**src/rtl/keypad_scanner_if.sv**
```systemverilog
// Key output bundle of the keypad scanner: accepted key events, digit register
// and the data clear request coming back from the consumer.
interface keypad_scanner_if;
  logic        clear;
  logic        key_valid;
  logic [3:0]  key_code;
  logic        key_down;
  logic [31:0] data;

  modport master (
    input  clear,
    output key_valid,
    output key_code,
    output key_down,
    output data
  );

  modport slave (
    output clear,
    input  key_valid,
    input  key_code,
    input  key_down,
    input  data
  );
endinterface

```
**src/rtl/keypad_scanner.sv**
```systemverilog
// 4x4 hex matrix keypad scanner: column scan, per-frame hit classification,
// press/release debounce and a 32-bit shift register of accepted hex digits.
module keypad_scanner #(
  parameter int SCAN_DIV = 50000,
  parameter int DEBOUNCE = 4
) (
  input  logic             clk,
  input  logic             rst_n,
  output logic [3:0]       col,
  input  logic [3:0]       row,
  keypad_scanner_if.master kbus
);

  localparam int SLOT_W = $clog2(SCAN_DIV);
  localparam int CNT_W  = $clog2(DEBOUNCE + 1);
  localparam logic [SLOT_W-1:0] SLOT_LAST = SLOT_W'(SCAN_DIV - 1);
  localparam logic [CNT_W-1:0]  DEB_LAST  = CNT_W'(DEBOUNCE - 1);

  typedef enum logic [1:0] {IDLE, PRESS_WAIT, HELD, RELEASE_WAIT} state_t;

  function automatic logic [2:0] hit_count(input logic [3:0] h);
    return {2'b00, h[0]} + {2'b00, h[1]} + {2'b00, h[2]} + {2'b00, h[3]};
  endfunction

  function automatic logic [1:0] sat_hits(input logic [1:0] acc, input logic [2:0] add);
    logic [2:0] sum;
    sum = {1'b0, acc} + add;
    return (sum >= 3'd2) ? 2'd2 : sum[1:0];
  endfunction

  function automatic logic [1:0] first_hit(input logic [3:0] h);
    if (h[0])      return 2'd0;
    else if (h[1]) return 2'd1;
    else if (h[2]) return 2'd2;
    else           return 2'd3;
  endfunction

  function automatic logic [3:0] key_map(input logic [1:0] r, input logic [1:0] c);
    case ({r, c})
      4'b00_00: return 4'h1;  4'b00_01: return 4'h2;
      4'b00_10: return 4'h3;  4'b00_11: return 4'hA;
      4'b01_00: return 4'h4;  4'b01_01: return 4'h5;
      4'b01_10: return 4'h6;  4'b01_11: return 4'hB;
      4'b10_00: return 4'h7;  4'b10_01: return 4'h8;
      4'b10_10: return 4'h9;  4'b10_11: return 4'hC;
      4'b11_00: return 4'h0;  4'b11_01: return 4'hF;
      4'b11_10: return 4'hE;  default:  return 4'hD;
    endcase
  endfunction

  logic [3:0]        row_p0, row_p1;
  logic [SLOT_W-1:0] slot;
  logic [1:0]        c;
  logic [1:0]        frm_hits;
  logic [3:0]        frm_code;
  state_t            state, state_nxt;
  logic [3:0]        cand, cand_nxt;
  logic [CNT_W-1:0]  cnt, cnt_nxt;
  logic              accept, release_key;
  logic [3:0]        acc_code;

  // stage p0/p1: two-flop row synchronizer
  always_ff @(posedge clk or negedge rst_n) begin
    if (!rst_n) begin
      row_p0 <= 4'hF;
      row_p1 <= 4'hF;
    end else begin
      row_p0 <= row;
      row_p1 <= row_p0;
    end
  end

  logic       sample, frame_end;
  logic [3:0] cur_hits;
  logic [2:0] cur_cnt;
  logic [1:0] tot_hits;
  logic [3:0] res_code;

  assign col       = ~(4'b0001 << c);
  assign sample    = (slot == SLOT_LAST);
  assign frame_end = sample && (c == 2'd3);
  assign cur_hits  = ~row_p1;
  assign cur_cnt   = hit_count(cur_hits);
  assign tot_hits  = sat_hits(frm_hits, cur_cnt);
  assign res_code  = (cur_cnt == 3'd1) ? key_map(first_hit(cur_hits), c) : frm_code;

  always_ff @(posedge clk or negedge rst_n) begin
    if (!rst_n) begin
      slot     <= '0;
      c        <= 2'd0;
      frm_hits <= 2'd0;
      frm_code <= 4'h0;
    end else begin
      slot <= sample ? '0 : slot + SLOT_W'(1);
      if (sample) begin
        c <= c + 2'd1;
        // hit tally restarts with each frame
        frm_hits <= frame_end ? 2'd0 : tot_hits;
        frm_code <= frame_end ? 4'h0 : res_code;
      end
    end
  end

  logic is_none, is_key;
  assign is_none = (tot_hits == 2'd0);
  assign is_key  = (tot_hits == 2'd1);

  always_ff @(posedge clk or negedge rst_n) begin
    if (!rst_n) begin
      state <= IDLE;
      cand  <= 4'h0;
      cnt   <= '0;
    end else begin
      state <= state_nxt;
      cand  <= cand_nxt;
      cnt   <= cnt_nxt;
    end
  end

  always_comb begin
    state_nxt = state;
    cand_nxt  = cand;
    cnt_nxt   = cnt;
    if (frame_end) begin
      case (state)
        IDLE: if (is_key) begin
          state_nxt = (DEBOUNCE == 1) ? HELD : PRESS_WAIT;
          cand_nxt  = res_code;
          cnt_nxt   = CNT_W'(1);
        end
        PRESS_WAIT: begin
          if (is_key && res_code == cand) begin
            if (cnt == DEB_LAST) state_nxt = HELD;
            else                 cnt_nxt   = cnt + CNT_W'(1);
          end else if (is_key) begin
            cand_nxt = res_code;
            cnt_nxt  = CNT_W'(1);
          end else begin
            state_nxt = IDLE;
          end
        end
        HELD: if (is_none) begin
          state_nxt = (DEBOUNCE == 1) ? IDLE : RELEASE_WAIT;
          cnt_nxt   = CNT_W'(1);
        end
        default: begin
          if (!is_none)             state_nxt = HELD;
          else if (cnt == DEB_LAST) state_nxt = IDLE;
          else                      cnt_nxt   = cnt + CNT_W'(1);
        end
      endcase
    end
  end

  always_comb begin
    accept      = 1'b0;
    release_key = 1'b0;
    acc_code    = cand;
    if (frame_end) begin
      case (state)
        IDLE: begin
          accept   = is_key && (DEBOUNCE == 1);
          acc_code = res_code;
        end
        PRESS_WAIT:   accept      = is_key && (res_code == cand) && (cnt == DEB_LAST);
        HELD:         release_key = is_none && (DEBOUNCE == 1);
        default:      release_key = is_none && (cnt == DEB_LAST);
      endcase
    end
  end

  // stage p2: registered key outputs and digit register
  always_ff @(posedge clk or negedge rst_n) begin
    if (!rst_n) begin
      kbus.key_valid <= 1'b0;
      kbus.key_code  <= 4'h0;
      kbus.key_down  <= 1'b0;
      kbus.data      <= 32'h0;
    end else begin
      kbus.key_valid <= accept;
      if (accept) begin
        kbus.key_code <= acc_code;
        kbus.key_down <= 1'b1;
        kbus.data     <= kbus.clear ? {28'h0, acc_code} : {kbus.data[27:0], acc_code};
      end else begin
        if (release_key) kbus.key_down <= 1'b0;
        if (kbus.clear)  kbus.data     <= 32'h0;
      end
    end
  end

endmodule

```
**src/flat_wrapper.sv**
```systemverilog
// flat-port wrapper written by rule: the top's interface ports become plain ports
module keypad_scanner_flat 
#(
  parameter int SCAN_DIV = 50000,
  parameter int DEBOUNCE = 4
)
  (clk, rst_n, col, row, kbus_clear, kbus_key_valid, kbus_key_code, kbus_key_down, kbus_data);
  keypad_scanner_if kbus_i ();
  input  logic clk;
  input  logic rst_n;
  output logic [3:0] col;
  input  logic [3:0] row;
  input wire logic [$bits(kbus_i.clear)-1:0] kbus_clear;
  output wire logic [$bits(kbus_i.key_valid)-1:0] kbus_key_valid;
  output wire logic [$bits(kbus_i.key_code)-1:0] kbus_key_code;
  output wire logic [$bits(kbus_i.key_down)-1:0] kbus_key_down;
  output wire logic [$bits(kbus_i.data)-1:0] kbus_data;
  assign kbus_i.clear = kbus_clear;
  assign kbus_key_valid = kbus_i.key_valid;
  assign kbus_key_code = kbus_i.key_code;
  assign kbus_key_down = kbus_i.key_down;
  assign kbus_data = kbus_i.data;
  keypad_scanner #(.SCAN_DIV(SCAN_DIV), .DEBOUNCE(DEBOUNCE)) u_core (.clk(clk), .rst_n(rst_n), .col(col), .row(row), .kbus(kbus_i));
endmodule
```
**config.mk**
```make
export PLATFORM = sky130hd
export DESIGN_NAME = keypad_scanner_flat
export DESIGN_NICKNAME = d
export VERILOG_FILES = /design/src/rtl/keypad_scanner_if.sv /design/src/rtl/keypad_scanner.sv /design/src/flat_wrapper.sv
export SDC_FILE = /design/constraint.sdc
export NUM_CORES = 1
export LEC_CHECK = 0
export ABC_AREA = 1
export CORE_MARGIN = 5
export CORE_UTILIZATION = 45
export CTS_CLUSTER_DIAMETER = 40
export DETAILED_ROUTE_END_ITERATION = 10
export DONT_BUFFER_PORTS = 1
export GPL_TIMING_DRIVEN = 0
export SETUP_SLACK_MARGIN = 0.3
export SLEW_MARGIN = 20
export SYNTH_ARGS = -nofsm -noshare
export SYNTH_HDL_FRONTEND = slang
export SYNTH_SLANG_ARGS = --single-unit
```
**constraint.sdc**
```tcl
create_clock -name clk -period 10.2 [get_ports clk]
set_input_delay 1.02 -clock clk [delete_from_list [all_inputs] [get_ports clk]]
set_output_delay 1.02 -clock clk [all_outputs]
set_load 0.03 [all_outputs]
```
==> metrics, run 1 <==
commonest non-fill, non-tap cell in the layout=nand2_1; Avg Cell Area, Syn=8.78 um^2; final design utilization=0.493; post-synth top area share=0.432; WL met2=3.92 mm; worst r2r dst=u_core.kbus.data[3]$_DFFE_PN0P_; DR pass1 iterations=4; DPL Wire Length=5.85 mm; slew margin rel.=0.667; arrival time at the worst endpoint=3.94 ns; DR DRC count=0; area of the die=11200 um^2; routability congestion estimate=0.827; post-synthesis sequential area ratio=0.483; first-pass GRT wire length=14.8 mm; most frequent cells in the layout=nand2_1, dfrtp_1, inv_1; # port buffers=0; routed via count=3001; CTS tree=done; post_cts resized=0; Die Wd=106 um; Max Root-Sink Buffers=2; initial antenna violation count=0; core area=9060 um^2; Post-synth top flop=dfrtp_1; Rows=35; Layout Skew=0.0188 ns; Static Leak=2.28 nW; YS warnings=0; DP Cell Count=580; outcome=finished, final reports clean; setup slack at placement=6.49 ns; RSZ-0062 raised after global routing=false; CP required=10.45 ns; vias in the first global route=3107; count of final max-slew check failures=0; Design Area, Final=4470 um^2; CTS Hold Bufs=0; worst setup margin=6.51 ns; Detail Route Antenna Nets=0; Hold WC Path Type=input port to asynchronous set/reset pin; max_cap viols=0; worst-skew pair later-pin latency=0.36 ns; Synthesized Nets=493; Peak VDD IR=0.0563 mV; CP startpoint kind=flop; worst hold slack=0.353 ns; Inserted Clock Buffers=9; Seq cells post-synth=79; vias per cell=5.04; Worst-path clk slew=0.10 ns; distinct cell type count after synthesis=34; Power Total=0.610 mW; post-synth top area cell=dfrtp_1; CP max FO=10; I/O pin count=49; total grt overflow=0; R2R Setup Slk=6.51 ns; Clock Sink Count=79; # diodes=0; Final period util=0.362; Crit Path Class=flop to flop; setup TNS=0 ns; DRT Wirelength=8.09 mm; Max Used Layer=met4; Starting Density=0.454; Syn Inst Count=469; Non-Filler Instances=596; Final setup viols=0; Post-DP Area=4260 um^2; fin crit period=3.69 ns; root buf cell=clkbuf_8; Fmax=271 MHz; Area contributors post-synth=dfrtp_1, nand2_1, nand3_1; Final Hold Viols=0; Area growth syn-to-layout=8.57%; critical path endpoint category=flop; setup bufs post-CTS=0; mapped cell area=4120 um^2; Async S/R FF share, synth=1.00; Total GRT Usage=0.161; critical register-to-register path startpoint=u_core.row_p1[0]$_DFF_PN1_; Reg2Reg Depth=14; largest net degree at the start of global routing=80; drt wl/cell=13.6 um; number of synthesized flops with an enable pin=0; H-tree Lvls=3; DRT iter0 DRCs=139; worst-margin pin slew=0.499 ns; layout cells sized above 1=0.169; Pwr Density=136 nW/um^2; WL met3=329 um; fin nets=504; WL met1=3.75 mm; Die Ht=106 um
per-layer routing:
metal / vias up / global-route usage
met4: 0 / 0.0426
met5: - / 0
met2: 42 / 0.270
li1: 1530 / -
met3: 10 / 0.0423
met1: 1419 / 0.207
area by class of cell:
class                   instances  area (um^2)
plain buffers                  13          106
clock buffers                  10          138
clock inverters                 6         76.3
fillers                       880         4600
inverters                      59          221
multi-input cells             318         1800
flip-flops and latches         79         1990
well taps                     111          139
logic make-up after synthesis:
logic type               Yosys count  synth area share
AO/OA/AOI/OAI                     43            0.0553
XOR/XNOR                           6            0.0128
adder cells (fa/ha/maj)           17            0.0553
buffers and inverters             72            0.0796
flip-flops                        79             0.483
multiplexers                       1           0.00243
AND/OR/NAND/NOR                  251             0.312
where the power goes:
part           switching (mW)  total (mW)  internal (mW)
logic                  0.0306      0.0436         0.0131
registers            0.000986       0.317          0.316
clock network           0.126       0.249          0.124
total                   0.157       0.610          0.452
registers in the layout (all words and copies together) (netlist names):
register and flops:
u_core.c 2, u_core.row_p0 4, u_core.kbus.data 32, u_core.state 2, u_core.kbus.key_valid 1, u_core.cand 4, u_core.cnt 3, u_core.slot 16
u_core.kbus.key_down 1, u_core.frm_code 4, u_core.frm_hits 2, u_core.kbus.key_code 4, u_core.row_p1 4
worst max-delay path: stages, from the launching register on:
cell,delay (ns)
dfstp_2,0.61
inv_1,0.06
ha_1,0.30
fa_1,0.37
ha_1,0.33
fa_1,0.47
nor2_1,0.11
nand2_1,0.08
nor2_1,0.35
inv_1,0.25
nor2_4,0.17
nand3b_4,0.16
buf_6,0.21
nand3_2,0.06
nand2_1,0.05
synthesized netlist by cell type, types with 4 or more instances:
master and number:
dfrtp_1 71, dfstp_2 8, inv_1 57, o21ai_0 24, nand2_2 12, a21oi_1 12
nand3_1 54, buf_2 4, nand3_2 25, nor3_1 7, nor2_1 28, ha_1 15
nand2_1 112, buf_6 6, xor2_1 5
worst max-delay path by stage:
stage                               startpoint                                to  slack, ns  cells past startpoint
global route        u_core.row_p1[0]$_DFF_PN1_   u_core.kbus.data[4]$_DFFE_PN0P_       6.23                     14
CTS                 u_core.row_p1[0]$_DFF_PN1_   u_core.kbus.data[2]$_DFFE_PN0P_       6.48                     14
floorplan           u_core.row_p1[0]$_DFF_PN1_   u_core.kbus.data[0]$_DFFE_PN0P_       6.83                     14
global placement    u_core.row_p1[0]$_DFF_PN1_   u_core.kbus.data[3]$_DFFE_PN0P_       6.52                     14
finish              u_core.row_p1[0]$_DFF_PN1_   u_core.kbus.data[3]$_DFFE_PN0P_       6.51                     14
detailed placement  u_core.row_p1[0]$_DFF_PN1_  u_core.kbus.data[28]$_DFFE_PN0P_       6.49                     14
Power figures use the tool's default switching activity.
==> inputs of run 2 (changes only) <==
==> constraint.sdc (replaced) <==
create_clock -name clk -period 3.46 [get_ports clk]
set_input_delay 0.346 -clock clk [delete_from_list [all_inputs] [get_ports clk]]
set_output_delay 0.346 -clock clk [all_outputs]
set_load 0.03 [all_outputs]
==> metrics, run 2 (synthesis results as in run 1) <==
DRT iter0 DRCs=141; # port buffers=0; Hold Startpoint=kbus_clear; Worst-path clk slew=0.09 ns; Detail Route Antenna Nets=0; worst-skew pair later-pin latency=0.36 ns; Starting Density=0.454; root buf cell=clkbuf_8; slew margin rel.=0.634; Hold WC Path Type=input port to flop; Final Hold Viols=0; Final period util=0.909; DR pass1 iterations=4; Crit Path Class=flop to flop; vias in the first global route=3116; setup slack at placement=0.0514 ns; Static Leak=2.55 nW; worst-margin pin slew=0.543 ns; CP startpoint kind=flop; Rows=35; outcome=finished, final reports clean; core area=9060 um^2; most frequent cells in the layout=nand2_1, dfrtp_1, inv_1; routed via count=3192; Worst path top cell family by delay=adder cells; CP required=3.75 ns; biggest regs=u_core.kbus.data (32), u_core.slot (16); Biggest register=u_core.kbus.data; vias per cell=5.09; R2R Setup Slk=0.32 ns; max_cap viols=0; CP max FO=8; fin crit period=3.14 ns; Die Ht=106 um; largest net degree at the start of global routing=80; Area growth syn-to-layout=25.9%; critical path's slowest cell=dfstp_2; # diodes=0; critical path endpoint category=flop; DR DRC count=0; Max Root-Sink Buffers=2; Total GRT Usage=0.166; H-tree Lvls=3; max FFs per register=32; worst setup margin=0.315 ns; Die Wd=106 um; Clock Sink Count=79; DPL Wire Length=5.80 mm; routability congestion estimate=0.819; RSZ-0062 raised after global routing=true; DRT Wirelength=9.08 mm; area of the die=11200 um^2; Fmax=318 MHz; delay of the slowest cell on the worst path=0.55 ns; WP buf/inv=4; cells along the critical path=inv_2 > ha_4 > fa_2 > ha_4 > fa_1 > nor2_2 > nand2_2 > nor2_4 > buf_6 > nand4_4 > nor2_4 > buf_12 > buf_8 > nand3_4 > nand2_2; first-pass GRT wire length=15.0 mm; fin nets=535; arrival time at the worst endpoint=3.44 ns; critical register-to-register path startpoint=u_core.row_p1[1]$_DFF_PN1_; count of final max-slew check failures=0; Inserted Clock Buffers=9; total grt overflow=0; Layout Skew=0.0126 ns; Pwr Density=354 nW/um^2; layout cells sized above 1=0.318; Final setup viols=0; setup TNS=0 ns; commonest non-fill, non-tap cell in the layout=nand2_1; initial antenna violation count=0; crit path from=u_core.row_p1[1]$_DFF_PN1_; Peak VDD IR=0.175 mV; I/O pin count=49; worst hold slack=0.171 ns; drt wl/cell=14.5 um; CTS tree=done
## run 2: routing by layer
| layer | up-vias | share of wire | GRT usage |
|---|---|---|---|
| met4 | 0 | 0.013 | 0.0574 |
| met5 | - | 0 | 0 |
| met2 | 40 | 0.50 | 0.276 |
| met3 | 10 | 0.032 | 0.0300 |
| met1 | 1541 | 0.45 | 0.217 |
| li1 | 1601 | - | - |
## run 2: path summary, 6_finish.rpt
check	depth (start not counted)	to
max	15	u_core.kbus.data[5]$_DFFE_PN0P_
min	3	u_core.kbus.data[8]$_DFFE_PN0P_
max reg2reg	15	u_core.kbus.data[5]$_DFFE_PN0P_
min reg2reg	0	u_core.row_p1[2]$_DFF_PN1_
max in group asynchronous	2	u_core.row_p0[0]$_DFF_PN1_
min in group asynchronous	2	u_core.kbus.key_valid$_DFF_PN0_
## run 2: per-stage QoR
stage	utilization	cells	total power, mW	area (um^2)
after floorplan	-	469	1.06	4120
after global placement	0.470	580	1.08	4260
after detailed placement	0.470	580	1.09	4260
after CTS	0.536	621	1.83	4860
after global routing	0.572	627	1.93	5180
final	0.572	627	1.83	5180
## run 2: cell type report
class / count / area (um^2)
fillers: 772 / 3880
plain buffers: 13 / 134
clock buffers: 10 / 138
inverters: 59 / 226
flip-flops and latches: 79 / 1990
well taps: 111 / 139
multi-input cells: 318 / 2100
clock inverters: 6 / 51.3
repair buffers: 31 / 409
## run 2: worst register-to-register path, delay by kind of cell (launching register included)
kind                     cells  cell delay, ns
adder cells (fa/ha/maj)      4            1.36
AND/OR/NAND/NOR              7            0.71
buffers and inverters        4            0.48
flip-flops                   1            0.55
## run 2: power breakdown
part | total (mW) | internal (mW) | switching [mW] | leakage, nW
Sequential | 0.933 | 0.931 | 0.00199 | 1.06
Clock | 0.659 | 0.290 | 0.368 | 0.0939
Combinational | 0.242 | 0.101 | 0.141 | 1.40
## run 2: timing repair
item	in CTS	in global routing
buffers inserted	14	5
pin swaps	21	56
endpoints found under the hold margin	83	0
resized for setup	28	64
hold buffers	6	0
gates cloned	5	1
endpoints found under the setup margin	47	46
==> inputs of run 3 (changes only) <==
--- a/config.mk
+++ b/config.mk
@@ -9,9 +9,11 @@
 export CORE_MARGIN = 5
 export CORE_UTILIZATION = 45
 export CTS_CLUSTER_DIAMETER = 40
+export CTS_CLUSTER_SIZE = 30
 export DETAILED_ROUTE_END_ITERATION = 10
 export DONT_BUFFER_PORTS = 1
 export GPL_TIMING_DRIVEN = 0
+export PLACE_DENSITY = 0.69
 export SETUP_SLACK_MARGIN = 0.3
 export SLEW_MARGIN = 20
 export SYNTH_ARGS = -nofsm -noshare
==> metrics, run 3 (synthesis results as in run 1) <==
Starting Density=0.454; delay of the slowest cell on the worst path=0.55 ns; vias per cell=5.22; RSZ-0062 raised after global routing=true; Fmax=320 MHz; count of final max-slew check failures=0; fin nets=532; max FFs per register=32; core area=9060 um^2; Detail Route Antenna Nets=0; Reg area=1990 um^2; Multi-input gate area=1960 um^2; Final Hold Viols=0; CTS tree=done; Crit Path Class=flop to flop; Final period util=0.903; first-pass GRT wire length=15.0 mm; commonest non-fill, non-tap cell in the layout=nand2_1; initial antenna violation count=0; Final setup viols=0; max_cap viols=0; slew margin rel.=0.679; Filler Cells Inserted=771; critical register-to-register path startpoint=u_core.row_p1[0]$_DFF_PN1_; outcome=finished, final reports clean; Total GRT Usage=0.165; drt wl/cell=14.4 um; total grt overflow=0; most frequent cells in the layout=nand2_1, dfrtp_1, inv_1; DRT Wirelength=8.98 mm; DR pass1 iterations=4; biggest regs=u_core.kbus.data (32), u_core.slot (16); Biggest register=u_core.kbus.data; Hold WC Path Type=input port to flop; Area growth syn-to-layout=20.1%; cells along the critical path=inv_2 > ha_4 > fa_2 > ha_4 > fa_1 > nor2_1 > nand2_2 > nor2_4 > buf_6 > nand4_4 > nor2_4 > buf_12 > buf_6 > nand3_2 > nand2_1; Non-Filler Instances=624; fin crit period=3.12 ns; crit path from=u_core.row_p1[0]$_DFF_PN1_; Hold Startpoint=kbus_clear; Layout Skew=0.0105 ns; CP max FO=7; Max Root-Sink Buffers=2; Die Wd=106 um; routability congestion estimate=0.864; area of the die=11200 um^2; critical path endpoint category=flop; DP Cell Count=580; largest net degree at the start of global routing=80; vias in the first global route=3174; # diodes=0; H-tree Lvls=3; Rows=35; setup TNS=0 ns; Static Leak=2.48 nW; root buf cell=clkbuf_8; critical path's slowest cell=dfstp_2; DR DRC count=0; worst-margin pin slew=0.482 ns; CP startpoint kind=flop; layout cells sized above 1=0.261; worst-skew pair later-pin latency=0.36 ns; I/O pin count=49; CP required=3.76 ns; Worst-path clk slew=0.09 ns; Inserted Clock Buffers=9; Clock Sink Count=79; Peak VDD IR=0.218 mV; Pwr Density=385 nW/um^2; DRT iter0 DRCs=99; DPL Wire Length=5.85 mm; arrival time at the worst endpoint=3.42 ns; Die Ht=106 um; routed via count=3258; # port buffers=0
==> run 3: cell types whose count changed in the layout (fill, tap and decap cells not counted), moves of 3 or more <==
cell,delta
buf_8,-7
buf_4,+3
nand3_1,+24
nand3_2,-22
buf_6,+5
==> run 3: cell type report <==
| type | instances | share of cell area |
|---|---|---|
| well taps | 111 | 0.0281 |
| repair buffers | 28 | 0.0610 |
| inverters | 59 | 0.0458 |
| flip-flops and latches | 79 | 0.402 |
| clock inverters | 7 | 0.0172 |
| multi-input cells | 318 | 0.396 |
| plain buffers | 13 | 0.0248 |
| clock buffers | 9 | 0.0251 |
==> run 3: metal layers <==
metal	up-vias	track usage	wire length [um]
li1	1594	-	-
met1	1580	0.193	3760
met3	12	0.0563	540
met2	72	0.288	4600
met4	0	0.0463	88
met5	-	0	0
==> run 3: worst paths after layout <==
kind	end	slack, ns	depth (start not counted)
max	u_core.kbus.data[9]$_DFFE_PN0P_	0.34	15
min	u_core.kbus.data[8]$_DFFE_PN0P_	0.17	3
max reg2reg	u_core.kbus.data[9]$_DFFE_PN0P_	0.34	15
min reg2reg	u_core.row_p1[2]$_DFF_PN1_	0.36	0
max in group asynchronous	u_core.row_p1[0]$_DFF_PN1_	2.58	2
min in group asynchronous	u_core.slot[7]$_DFF_PN0_	0.52	2
==> run 3: critical path: cells and delay by family, from the launching register on <==
family,cells,cell delay [ns]
adder cells (fa/ha/maj),4,1.31
buffers and inverters,4,0.44
flip-flops,1,0.55
AND/OR/NAND/NOR,7,0.76
==> run 3: where the power goes <==
part | switching [mW] | leakage, nW | total [mW] | internal, mW
Sequential | 0.00177 | 1.06 | 0.933 | 0.931
Clock | 0.386 | 0.100 | 0.735 | 0.348
Combinational | 0.143 | 1.31 | 0.233 | 0.0903
==> run 3: repair_timing <==
item	in CTS	in global routing
gates resized for setup	23	31
hold buffers	6	0
pin swaps	11	24
setup buffers	10	8
setup endpoints to repair	47	46
hold endpoints to repair	83	0
gates cloned	4	0
==> run 3: stage by stage <==
step | power, mW | util | hold WS, ns | worst slack, ns | area, um^2
floorplan | 1.06 | - | 0.0504 | 0.317 | 4120
global placement | 1.08 | 0.470 | 0.0543 | 0.117 | 4260
detailed placement | 1.09 | 0.470 | 0.0545 | 0.0421 | 4260
CTS | 1.87 | 0.527 | 0.139 | 0.304 | 4770
global route | 1.98 | 0.545 | 0.157 | 0.224 | 4940
finish | 1.90 | 0.545 | 0.166 | 0.337 | 4940
==> variant 1: new RTL, config.mk and constraints of run 2 <==
`SCAN_DIV` is set to 50000 in 2 places; all go to 100000.
--- a/src/rtl/keypad_scanner.sv
+++ b/src/rtl/keypad_scanner.sv
@@ -1,7 +1,7 @@
 // 4x4 hex matrix keypad scanner: column scan, per-frame hit classification,
 // press/release debounce and a 32-bit shift register of accepted hex digits.
 module keypad_scanner #(
-  parameter int SCAN_DIV = 50000,
+  parameter int SCAN_DIV = 100000,
   parameter int DEBOUNCE = 4
 ) (
   input  logic             clk,
--- a/src/flat_wrapper.sv
+++ b/src/flat_wrapper.sv
@@ -1,7 +1,7 @@
 // flat-port wrapper written by rule: the top's interface ports become plain ports
 module keypad_scanner_flat 
 #(
-  parameter int SCAN_DIV = 50000,
+  parameter int SCAN_DIV = 100000,
   parameter int DEBOUNCE = 4
 )
   (clk, rst_n, col, row, kbus_clear, kbus_key_valid, kbus_key_code, kbus_key_down, kbus_data);
Formal check against the unedited RTL: no difference found for any inputs over 10 cycles, from zero or initial values and one cycle with rst_n low; that may be too few to reach the edited logic, so the function may still have changed.
==> variant 1 against run 2 <==
Combinational power down 16%; routed wire length shrank 1.3%; area after synthesis up 0.52%; synthesized cell count rose by 3.2%; clock power grew 27%; non-clock buffer count is 2 lower; worst setup slack got worse by 0.14 ns; final area down 2.3%; total power is 8.1% higher; sequential cell count up 1; critical endpoint is now u_core.kbus.data[31]; largest power group unchanged.
==> variant 1: results <==
[global_routing]
grt_pass1_vias = 3147
grt_max_degree = 81
grt_use_met3_pct = 4.07
grt_use_met1_pct = 21.2
use_met2_pct = 27.0
grt_pass1_wl_mm = 15.0
grt.total_usage_pct = 16.3

[layout]
seq_cells = 80
clock_area_share_pct = 4.84
inverters = 60
n_fill_cell = 813
nNetsFinal = 552
seq_area_sq_um = 2010
reg_top3 = u_core.kbus.data x32, u_core.slot x17
seq_area_share_pct = 39.7
comb.multi_input.count = 335

[pwr]
power.leakage_nw = 2.51
vdd_drop_max_uv = 222
p_sw_share_pct = 22.9
powerSeq_mw = 0.944
pg_comb_mw = 0.203

[logic_synthesis]
synth_area_leaders = dfrtp_1 44%, nand2_1 14%, nand3_1 5.3%, dfstp_2 5.1%, inv_1 5.0%
synth_fa_ha_area_share_pct = 5.50
syn_nets = 508
synth.area.mux_share_pct = 0
synthXorXnorAreaFrac_pct = 0.847
synthTopCellsByCount = 154 x nand2_1, 72 x dfrtp_1, 55 x inv_1, 44 x nand3_1
yosysSeqAreaShare_pct = 48.6
synth_compound_area_share_pct = 5.20

[critical_path]
r2r_setup_slack_ns = 0.18
critical_path_arrival_ns = 3.51
cp_slowest_cell = fa_2

[outcome]
outcome = complete, no violations

[drt]
viasPerCell = 5.08
drt-initial-drc-count = 184
wirelength_mm = 8.97
wl_met2_mm = 4.30
wl_met1_mm = 4.02
met3_length_microns = 479

[placement]
dp_hpwl_mm = 6.07
place.gp.congestion = 0.833

[timing]
finClkSkew_ns = 0.0161
whs_ns = 0.153
## variant 1: cell count changes in the layout (fill, tap and decap cells not counted), sizes merged, moves of 4 or more
cell   delta
buf       -4
nand2    +35
nor4      +4
nand3    -21
## variant 1: stage by stage
step / TNS [ns] / setup WS (ns) / cells
4_1_cts: 0 / 0.169 / 634
5_1_grt: 0 / 0.0311 / 644
2_1_floorplan: 0 / 0.0734 / 484
6_report: 0 / 0.178 / 644
3_5_place_dp: -6.18 / -0.221 / 595
3_3_place_gp: -4.85 / -0.190 / 595
## variant 1: worst register-to-register path: stages (launching register included)
cell and delay [ns]:
dfstp_2 0.54, inv_2 0.04, ha_4 0.23, fa_2 0.56
ha_4 0.14, fa_1 0.40, a21oi_1 0.11, o21ai_1 0.10
nor2_2 0.14, inv_2 0.07, nor2_4 0.12, nand3_4 0.11
nor2_8 0.13, inv_6 0.06, buf_12 0.15, clkbuf_16 0.16
nand3_2 0.05, nand2_1 0.06
## variant 1: final timing paths
| path | cells past startpoint | from | to |
|---|---|---|---|
| worst max-delay path | 17 | u_core.row_p1[1] | u_core.kbus.data[31] |
| worst min register to register | 0 | u_core.row_p0[0] | u_core.row_p1[0] |
| min in group asynchronous | 2 | rst_n | u_core.kbus.data[15] |
| max in group asynchronous | 2 | rst_n | u_core.row_p1[0] |
| worst min-delay path | 3 | kbus_clear | u_core.kbus.data[12] |
| worst max register to register | 17 | u_core.row_p1[1] | u_core.kbus.data[31] |
## variant 1: timing repair
action                                 in CTS  in global routing
hold buffers                                6                  0
setup buffers                              17                  6
resized for setup                          16                 28
pin swaps                                   8                  6
cloned                                      0                  4
endpoints found under the hold margin      84                  0
setup endpoints to repair                  47                 46
==> variant 2: new RTL, config.mk and constraints of run 2 <==
Made on the original files. Put a register stage on the output `col`, with the module's reset. The value now appears one clock later. The other outputs are not delayed to match.
--- a/src/rtl/keypad_scanner.sv
+++ b/src/rtl/keypad_scanner.sv
@@ -76,7 +76,13 @@
   logic [1:0] tot_hits;
   logic [3:0] res_code;
 
-  assign col       = ~(4'b0001 << c);
+  always_ff @(posedge clk or negedge rst_n) begin
+    if (!rst_n) begin
+      col <= '0;
+    end else begin
+      col <= ~(4'b0001 << c);
+    end
+  end
   assign sample    = (slot == SLOT_LAST);
   assign frame_end = sample && (c == 2'd3);
   assign cur_hits  = ~row_p1;
Behaviour: not the same (a bounded check fails within 4 cycles, from zero or initial values and one cycle with rst_n low).
==> variant 2 against run 2 <==
Total power is 0.95% lower; utilization is 3.9 points lower; final area is 5.5% lower; global-route usage is 0.78 points lower; area after synthesis is 2.6% higher; worst setup slack worse by 0.22 ns; sequential cell count is 4 higher; routed wire length is 8.2% lower; cell count is 0.48% higher; critical path type unchanged; largest cell class is now registers.
==> variant 2: results <==
[outcome]
outcome = complete, no violations

[drt]
wl_met2_mm = 4.13
met3_length_microns = 404
wl_met1_mm = 3.67
viasPerCell = 4.90
wirelength_mm = 8.33
drt-initial-drc-count = 139

[timing]
finClkSkew_ns = 0.0171
tightest_slew_ns = 0.532

[global_routing]
antenna_found_initial = 0
grt_pass1_vias = 3033
grt_use_met3_pct = 4.94
grt_use_met1_pct = 20.2
grt_max_degree = 84
use_met2_pct = 25.8
grt.total_usage_pct = 15.8
grt_pass1_wl_mm = 14.5

[logic_synthesis]
synthDistinctLibCells = 37
synth_area_leaders = dfrtp_1 44%, nand2_1 14%, inv_1 5.4%, nand3_2 5.2%, dfstp_2 5.0%
yosysSeqAreaShare_pct = 49.4
synth_compound_area_share_pct = 5.21
synthTopCellsByCount = 158 x nand2_1, 75 x dfrtp_1, 61 x inv_1, 30 x nor2_1, 26 x nand3_1
synthXorXnorAreaFrac_pct = 1.45
synth.area.mux_share_pct = 0
syn_nets = 506
ys_warn_count = 0
netlist_instances = 482
synth_fa_ha_area_share_pct = 5.39

[pwr]
power.leakage_nw = 2.48
p_switching_mw = 0.495
clk-power_mw = 0.663
powerDensity_nw_per_um2 = 371
pg_comb_mw = 0.173
vdd_drop_max_uv = 178

[clock_tree]
cts_made_buffers = 9
h-tree-depth = 3
postCtsSetupBuffers = 12
clk_pin_slew_worst_paths_ns = 0.10
clk_latency_ns = 0.35
cts_resized = 20

[layout]
drive_above_1_share_pct = 20.8
nNetsFinal = 538
final_cells = 630

[critical_path]
slowest_delay_ns = 0.56
cp_slowest_cell = fa_2
worstPathMaxFanout = 10
critical_path_arrival_ns = 3.60
cp_top_family = adder cells
r2r_cells = 18

[placement]
dp_hpwl_mm = 5.77
place.gp.congestion = 0.844
placed_cells = 593

[hold_path]
hp-class = in -> reg
hold_path_depth = 3
variant 2: cell count changes in the layout (fill, tap and decap cells not counted), moves of 5 or more:
cell and change:
buf_8 -7, nand3_1 -8, nor3_1 -5, nand2_1 +59, nand2_2 -13, inv_1 +5
nand2_4 -6, nand3_2 -20
variant 2: logic make-up (layout without fill, tap and decap cells):
kind of cell | Yosys count | in the layout
and+or+nand+nor | 260 | 260
DFF | 83 | 83
buffers and inverters | 74 | 111
AOI/OAI and AO/OA | 41 | 41
adders and majority gates | 17 | 17
xor gates and xnor gates | 7 | 7
variant 2: final timing paths:
check                                      start                   end  slack (ns)
worst max-delay path            u_core.row_p1[1]  u_core.kbus.data[31]         0.1
worst min-delay path                  kbus_clear  u_core.kbus.data[14]        0.14
worst max register to register  u_core.row_p1[1]  u_core.kbus.data[31]         0.1
worst min register to register  u_core.row_p0[2]      u_core.row_p1[2]        0.36
max in group asynchronous                  rst_n      u_core.row_p1[0]        2.52
min in group asynchronous                  rst_n       u_core.slot[12]        0.53
variant 2: cell type report:
class | count | area, sq um
sequential | 83 | 2090
tap | 111 | 139
inverter | 65 | 246
buffer | 9 | 115
clock inverter | 7 | 63.8
multi-input combinational | 325 | 1890
timing repair buffer | 21 | 230
clock buffer | 9 | 124
fill | 827 | 4300
variant 2: tightest hold or removal path, cell delays in order:
cell     delay, ns
nor2_8        0.03
nand2_1       0.05
nand2_1       0.04
variant 2: stage by stage:
step	cell area [sq um]	setup WS (ns)	util, %	setup TNS (ns)	hold WS, ns
floorplan	4270	-0.00804	-	-0.130	0.0504
global placement	4400	-0.249	47.9	-7.99	0.0539
detailed placement	4400	-0.275	47.9	-8.61	0.0538
CTS	4870	0.0481	53.0	0	0.121
global route	4900	-0.0642	53.3	-1.31	0.127
finish	4900	0.0996	53.3	0	0.143
